$ cat config.mk
export PLATFORM = sky130hd
export DESIGN_NAME = calc_core
export DESIGN_NICKNAME = d
export VERILOG_FILES = /design/src/rtl/calc_core.sv
export SDC_FILE = /design/constraint.sdc
export NUM_CORES = 1
export LEC_CHECK = 0
export BUFFER_PORTS_ARGS = -buffer_cell sky130_fd_sc_hd__buf_4
export CORE_UTILIZATION = 55
export CTS_BUF_LIST = sky130_fd_sc_hd__clkbuf_16
export CTS_CLUSTER_SIZE = 10
export DETAILED_ROUTE_END_ITERATION = 8
export PLACE_DENSITY = 0.74
export SLEW_MARGIN = 10
export SYNTH_ARGS = -nofsm -noshare
export SYNTH_HDL_FRONTEND = slang
export SYNTH_SLANG_ARGS = --single-unit
$ cat constraint.sdc
create_clock -name clk_i -period 18 [get_ports clk_i]
set_clock_uncertainty 0.15 [all_clocks]
set_input_delay 3.6 -clock clk_i [delete_from_list [all_inputs] [get_ports clk_i]]
set_output_delay 3.6 -clock clk_i [all_outputs]
set_load 0.03 [all_outputs]
$ cat src/rtl/calc_core.sv
// ---------------------------------------------------------------------------
// calc_core -- sign-magnitude BCD calculator core.
//
// Handles keypad strobes (digits, ADD, SUB, EQ, CLEAR). It holds the display
// register D, the upper operand U, the pending operation and the class of
// the last accepted key. An internal handshaked BCD ALU performs the
// add/subtract for EQ.
//
// Number format: bit W-1 is the sign (1 = negative). The magnitude is
// NUM_DIGITS BCD digits with the least significant digit in bits [3:0].
// Zero is always positive.
//
// Optional feature macro: CALC_SATURATE_EN
//   defined   : an overflowing result becomes all nines, keeping the exact sign
//   undefined : an overflowing result wraps modulo 10^NUM_DIGITS
//
// Ports:
//   clk_i        in   1  clock, rising edge
//   rst_ni       in   1  asynchronous active-low reset
//   button_i     in   5  key code (0x01..0x0A digits 0..9, 0x10 ADD,
//                        0x11 SUB, 0x12 EQ, 0x13 CLEAR)
//   new_input_i  in   1  one-cycle strobe, button_i valid
//   busy_o       out  1  an EQ operation is in flight
//   display_o    out  W  display register D
//   upper_o      out  W  upper operand register U
//   alu_result_o out  W  last ALU result, held
// ---------------------------------------------------------------------------
module calc_core #(
  parameter  int NUM_DIGITS  = 8,
  parameter  int ALU_LATENCY = 2,
  localparam int W           = 1 + 4*NUM_DIGITS
) (
  input  logic         clk_i,
  input  logic         rst_ni,
  input  logic [4:0]   button_i,
  input  logic         new_input_i,
  output logic         busy_o,
  output logic [W-1:0] display_o,
  output logic [W-1:0] upper_o,
  output logic [W-1:0] alu_result_o
);

  localparam int MW = 4*NUM_DIGITS;
  localparam int CW = (ALU_LATENCY > 1) ? $clog2(ALU_LATENCY) : 1;
  localparam logic [MW-1:0] ALL_NINES = {NUM_DIGITS{4'h9}};
`ifdef CALC_SATURATE_EN
  localparam bit SATURATE = 1'b1;
`else
  localparam bit SATURATE = 1'b0;
`endif

  localparam logic [4:0] KEY_ADD = 5'h10;
  localparam logic [4:0] KEY_SUB = 5'h11;
  localparam logic [4:0] KEY_EQ  = 5'h12;
  localparam logic [4:0] KEY_CLR = 5'h13;

  typedef enum logic [1:0] {ST_IDLE, ST_REQ, ST_WAIT, ST_WRITE} state_e;
  typedef enum logic [1:0] {OP_NONE, OP_ADD, OP_SUB} op_e;
  typedef enum logic [1:0] {K_NONE, K_DIGIT, K_OP, K_EQ} key_e;

  state_e         state_q, state_d;
  op_e            op_q, op_d;
  key_e           last_q, last_d;
  logic [W-1:0]   disp_q, disp_d;
  logic [W-1:0]   upper_q, upper_d;
  logic [W-1:0]   result_q, result_d;
  logic           alu_busy_q, alu_busy_d;
  logic [CW-1:0]  alu_cnt_q, alu_cnt_d;
  logic [W-1:0]   alu_res_q, alu_res_d;

  // ---- BCD magnitude helpers ---------------------------------------------
  // Ripple digit-wise add; the extra MSB is the decimal carry out.
  function automatic logic [MW:0] bcd_add(input logic [MW-1:0] a,
                                          input logic [MW-1:0] b);
    logic [MW-1:0] r;
    logic [4:0]    s;
    logic          c;
    r = '0;
    c = 1'b0;
    for (int k = 0; k < NUM_DIGITS; k++) begin
      s = {1'b0, a[4*k +: 4]} + {1'b0, b[4*k +: 4]} + {4'b0, c};
      c = (s > 5'd9);
      if (c) s = s + 5'd6;
      r[4*k +: 4] = s[3:0];
    end
    return {c, r};
  endfunction

  // Digit-wise subtract; caller guarantees a >= b, so no final borrow.
  function automatic logic [MW-1:0] bcd_sub(input logic [MW-1:0] a,
                                            input logic [MW-1:0] b);
    logic [MW-1:0] r;
    logic [4:0]    s;
    logic          bw;
    r  = '0;
    bw = 1'b0;
    for (int k = 0; k < NUM_DIGITS; k++) begin
      s  = {1'b0, a[4*k +: 4]} - {1'b0, b[4*k +: 4]} - {4'b0, bw};
      bw = s[4];
      if (bw) s = s + 5'd10;
      r[4*k +: 4] = s[3:0];
    end
    return r;
  endfunction

  // ---- ALU datapath --------------------------------------------------------
  // A repeated EQ reuses the previous right operand: D op U instead of U op D.
  logic [W-1:0]  alu_a, alu_b, alu_val;
  logic [MW:0]   sum;
  logic [MW-1:0] mag;
  logic          sign, ovf, sb;
  logic          alu_in_valid, alu_in_ready, alu_out_valid, alu_out_ready;

  assign alu_a = (last_q == K_EQ) ? disp_q  : upper_q;
  assign alu_b = (last_q == K_EQ) ? upper_q : disp_q;

  // NOTE: every variable written in a combinational block gets a default
  // first, so no path leaves it unassigned and no latch is inferred.
  always_comb begin
    sum  = '0;
    mag  = '0;
    sign = 1'b0;
    ovf  = 1'b0;
    // Subtraction is addition with the right operand's sign flipped.
    sb   = alu_b[W-1] ^ (op_q == OP_SUB);
    if (alu_a[W-1] == sb) begin
      sum  = bcd_add(alu_a[MW-1:0], alu_b[MW-1:0]);
      ovf  = sum[MW];
      mag  = sum[MW-1:0];
      sign = sb;
    end else if (alu_a[MW-1:0] >= alu_b[MW-1:0]) begin
      // BCD digits compare correctly as plain unsigned binary.
      mag  = bcd_sub(alu_a[MW-1:0], alu_b[MW-1:0]);
      sign = alu_a[W-1];
    end else begin
      mag  = bcd_sub(alu_b[MW-1:0], alu_a[MW-1:0]);
      sign = sb;
    end
    if (ovf && SATURATE) mag = ALL_NINES;
    if (mag == '0) sign = 1'b0;
    alu_val = {sign, mag};
  end

  // ---- ALU handshake: accept, hold ALU_LATENCY cycles, then offer ---------
  assign alu_in_valid  = (state_q == ST_REQ);
  assign alu_out_ready = (state_q == ST_WAIT);
  assign alu_in_ready  = !alu_busy_q;
  assign alu_out_valid = alu_busy_q && (alu_cnt_q == '0);

  always_comb begin
    alu_busy_d = alu_busy_q;
    alu_cnt_d  = alu_cnt_q;
    alu_res_d  = alu_res_q;
    if (!alu_busy_q) begin
      if (alu_in_valid) begin
        alu_busy_d = 1'b1;
        alu_cnt_d  = CW'(ALU_LATENCY - 1);
        alu_res_d  = alu_val;
      end
    end else if (alu_cnt_q != '0) begin
      alu_cnt_d = alu_cnt_q - 1'b1;
    end else if (alu_out_ready) begin
      alu_busy_d = 1'b0;
    end
  end

  // ---- Key handling and control FSM --------------------------------------
  logic       is_digit;
  logic [3:0] digit;

  assign is_digit = (button_i >= 5'h01) && (button_i <= 5'h0A);
  assign digit    = 4'(button_i - 5'd1);

  always_comb begin
    state_d  = state_q;
    op_d     = op_q;
    last_d   = last_q;
    disp_d   = disp_q;
    upper_d  = upper_q;
    result_d = result_q;
    unique case (state_q)
      ST_IDLE: begin
        if (new_input_i) begin
          if (is_digit) begin
            unique case (last_q)
              K_OP: begin
                upper_d = disp_q;
                disp_d  = {{(W-4){1'b0}}, digit};
                last_d  = K_DIGIT;
              end
              K_EQ: begin
                disp_d = {{(W-4){1'b0}}, digit};
                last_d = K_DIGIT;
              end
              default: begin
                // A full display (nonzero top digit) ignores further digits.
                if (disp_q[MW-1 -: 4] == 4'h0) begin
                  disp_d = {disp_q[W-1], disp_q[MW-5:0], digit};
                  last_d = K_DIGIT;
                end
              end
            endcase
          end else if (button_i == KEY_ADD) begin
            op_d   = OP_ADD;
            last_d = K_OP;
          end else if (button_i == KEY_SUB) begin
            op_d   = OP_SUB;
            last_d = K_OP;
          end else if (button_i == KEY_CLR) begin
            disp_d  = '0;
            upper_d = '0;
            op_d    = OP_NONE;
            last_d  = K_NONE;
          end else if (button_i == KEY_EQ && op_q != OP_NONE) begin
            state_d = ST_REQ;
          end
        end
      end
      ST_REQ:   if (alu_in_ready)  state_d = ST_WAIT;
      ST_WAIT:  if (alu_out_valid) state_d = ST_WRITE;
      ST_WRITE: begin
        disp_d   = alu_res_q;
        result_d = alu_res_q;
        if (last_q != K_EQ) upper_d = disp_q;
        last_d   = K_EQ;
        state_d  = ST_IDLE;
      end
      default: state_d = ST_IDLE;
    endcase
  end

  // NOTE: state registers use non-blocking assignments so every flop samples
  // the pre-edge values, independent of block ordering.
  always_ff @(posedge clk_i or negedge rst_ni) begin
    if (!rst_ni) begin
      state_q    <= ST_IDLE;
      op_q       <= OP_NONE;
      last_q     <= K_NONE;
      disp_q     <= '0;
      upper_q    <= '0;
      result_q   <= '0;
      alu_busy_q <= 1'b0;
      alu_cnt_q  <= '0;
      alu_res_q  <= '0;
    end else begin
      state_q    <= state_d;
      op_q       <= op_d;
      last_q     <= last_d;
      disp_q     <= disp_d;
      upper_q    <= upper_d;
      result_q   <= result_d;
      alu_busy_q <= alu_busy_d;
      alu_cnt_q  <= alu_cnt_d;
      alu_res_q  <= alu_res_d;
    end
  end

  assign busy_o       = (state_q != ST_IDLE);
  assign display_o    = disp_q;
  assign upper_o      = upper_q;
  assign alu_result_o = result_q;

endmodule

==> run metrics <==
initial antenna violation count 0; Vias 11200; critical path depth in cells 61; worst path buffer plus inverter count 8; Layout area overhead 12.3%; Pins Over Slew Limit 0; Avg Inst Size Synth 8.74 sq um; Hold Crit Endpoint alu_cnt_q$_DFFE_PN0P_; crit path max fanout 8; Placed Instances 1778; fillcell total 1936; Port Buffers 107; status complete, no violations; share of the yosys chip area belonging to registers 27.6%; worst skew pair latency 0.44 ns; layout cells sized above 1 14.8%; Starting Density 56.0%; worst hold path depth 1; io pins 108; CTS max path bufs 2; All-Layer GR Usage 31.6%; Register Area 3500 sq um; first-pass GRT wire length 58.4 mm; max incr delay on CP 0.65 ns; Syn Nets 1603; Hold Crit Class flip-flop to flip-flop; Layout Nets 1664; Die ar. 23700 sq um; fin crit share 93.0%; H-tree depth 4; die height 154 um; Post-DP HPWL 25.4 mm; CTS tree done; cell mode on critical path fa_1; DRC 0; final core utilization 62.9%; routability cong. 0.905; row cnt 55; vias in the first global route 10900; Clock Pin Slew Worst Setup and Hold Paths 0.07 ns; total CTS buffers 17; fmax 0.0598 GHz; RSZ-0062 raised after global routing false; core area 22600 sq um; area of the multi-input gates 8530 sq um; vias per cell 6.17; fin crit period 16.73 ns; worst r2r dst alu_res_q[32]$_DFFE_PN0P_; CP Launch Type flip-flop; DRT antenna net count 0; Req. time, crit path 18.15 ns; CTS Root Cell clkbuf_16; ant diodes 0; Die X 154 um; gr ovfl total 0; Post-Syn Instances 1451; Fin Setup TNS 0 ns; Async SR Flop Fraction 100%; Crit-path slowest cell a311oi_1; critical register-to-register path startpoint display_o[0]$_DFFE_PN0P_; setup violators final 0; Post-Route WL 36.6 mm; Final Non-Filler Cells 1810; post-synthesis register bit count 140; EDFF count, synth 0; initial DRC count 942; Initial DRT Pass Iterations 7; mapped cell area 12700 sq um; reg2reg setup slack 1.27 ns; critical path arrival 16.88 ns; Sink Count 140; Hold-fix buffers, CTS 0; max cap viols 0; delay-heaviest family, CP adder cells; ys flop type dfrtp_1; largest net degree at the start of global routing 83; routed length per instance 20.2 um; Unique masters post-synth 73; CP Capture Type flip-flop; final hold viol count 0; YS warnings 0; worst-case reg-to-reg path depth 61; WS Path Type flip-flop to flip-flop; Worst Tran Pin Value 1.15 ns; max_slew headroom 22.8%; hold_sp alu_busy_q$_DFF_PN0_
through the flow:
stage          setup WS (ns)  hold WS (ns)  cell area [sq um]
3_5_place_dp            1.45         0.329              13600
4_1_cts                 1.24         0.338              14200
3_3_place_gp            2.38         0.329              13600
5_1_grt                0.127         0.367              14200
6_report                1.27         0.344              14200
2_1_floorplan           3.09         0.295              12700
how the worst max path moves through the flow:
stage / start / endpoint / slack, ns
5_1_grt: display_o[0]$_DFFE_PN0P_ / alu_res_q[32]$_DFFE_PN0P_ / 0.13
2_1_floorplan: display_o[0]$_DFFE_PN0P_ / alu_res_q[32]$_DFFE_PN0P_ / 3.09
6_report: display_o[0]$_DFFE_PN0P_ / alu_res_q[32]$_DFFE_PN0P_ / 1.27
3_3_place_gp: display_o[0]$_DFFE_PN0P_ / alu_res_q[32]$_DFFE_PN0P_ / 2.38
4_1_cts: display_o[0]$_DFFE_PN0P_ / alu_res_q[32]$_DFFE_PN0P_ / 1.24
3_5_place_dp: display_o[0]$_DFFE_PN0P_ / alu_res_q[32]$_DFFE_PN0P_ / 1.45
registers in the layout, summed over array words and instances (netlist names):
name / count
alu_busy_q: 1
alu_result_o: 33
upper_o: 33
state_q: 2
alu_res_q: 33
last_q: 2
display_o: 33
alu_cnt_q: 1
op_q: 2
Yosys cell counts, types with 4 or more instances:
| cell | number | area share (%) |
|---|---|---|
| o31ai_1 | 10 | 0.59 |
| nor4_1 | 5 | 0.25 |
| a21boi_0 | 17 | 1.0 |
| nand2_1 | 195 | 5.8 |
| nand3b_1 | 7 | 0.41 |
| mux2i_1 | 35 | 2.8 |
| a21oi_1 | 58 | 2.3 |
| fa_1 | 43 | 6.8 |
| nor3b_1 | 5 | 0.30 |
| nor2b_1 | 38 | 1.9 |
| o21ai_0 | 142 | 5.6 |
| a21o_1 | 15 | 0.89 |
| nor2_1 | 66 | 2.0 |
| xor2_1 | 18 | 1.2 |
| and4b_1 | 9 | 0.71 |
| nand3_1 | 11 | 0.43 |
| o221ai_1 | 5 | 0.35 |
| a22oi_1 | 44 | 2.6 |
| dfrtp_1 | 140 | 28 |
| a221oi_1 | 8 | 0.55 |
| mux2_2 | 50 | 4.4 |
| ha_1 | 101 | 10 |
| or3_1 | 7 | 0.35 |
| a211oi_1 | 21 | 1.2 |
| a2bb2oi_1 | 4 | 0.28 |
| o21a_1 | 10 | 0.59 |
| xnor2_1 | 86 | 5.9 |
| inv_1 | 97 | 2.9 |
| clkbuf_1 | 57 | 1.7 |
| o21bai_1 | 4 | 0.24 |
| and3_1 | 9 | 0.44 |
| and2_1 | 5 | 0.25 |
| nor3_1 | 6 | 0.24 |
| buf_2 | 12 | 0.47 |
| o211ai_1 | 5 | 0.30 |
| a31oi_1 | 22 | 1.1 |
| nand4_1 | 6 | 0.30 |
| nand2b_1 | 28 | 1.4 |
placed cells by master (no fill, tap or decap), drive strengths merged, types with 6 or more instances in the layout:
cell type  synthesis  routed
a31oi             22      22
nand3b             7       7
inv               97     100
a211oi            21      21
nor2              68      68
o21ai            142     142
mux2i             35      35
xor2              18      18
nand2            196     196
nor3b              6       6
nand4              6       6
buf               18     118
a22oi             44      44
and3               9       9
o31ai             11      11
a21oi             58      58
nand3             11      11
xnor2             86      86
and4b             10      10
a221oi             8       8
dfrtp            140     140
or3                7       7
a21o              15      15
ha               101     101
a21boi            17      17
nor2b             38      38
fa                43      43
clkbuf            58      17
o21a              10      10
mux2              50      50
nand2b            28      28
nor3               7       7
layer usage:
metal	global-route usage (%)	vias up	part of all wire [%]
met5	0	-	0
met4	13.3	0	3.2
met3	4.43	76	6.8
met2	51.3	449	47
met1	42.3	5454	43
li1	-	5193	-
area by class of cell:
class,count,area share [%]
sequential,140,24.6
clock inverter,15,1.22
multi-input combinational,1138,59.9
inverter,97,2.56
clock buffer,17,2.99
timing repair buffer,118,6.25
tap,285,2.50
logic make-up after synthesis:
family | after synthesis | share of synthesized area [%]
xor gates and xnor gates | 105 | 7.36
adders and majority gates | 144 | 16.8
and+or+nand+nor | 412 | 15.7
muxes | 85 | 7.20
buffers and inverters | 173 | 5.46
AOI/OAI and AO/OA | 392 | 19.9
DFF | 140 | 27.6
timing repair:
| item | in CTS | in global routing |
|---|---|---|
| gates resized for setup | 0 | 1 |
| buffers inserted | 0 | 0 |
| setup endpoints to repair | 0 | 1 |
Power is left out: the tool's default activity adds up to more than one toggle a clock period on the data nets, which glitch-free logic cannot reach.
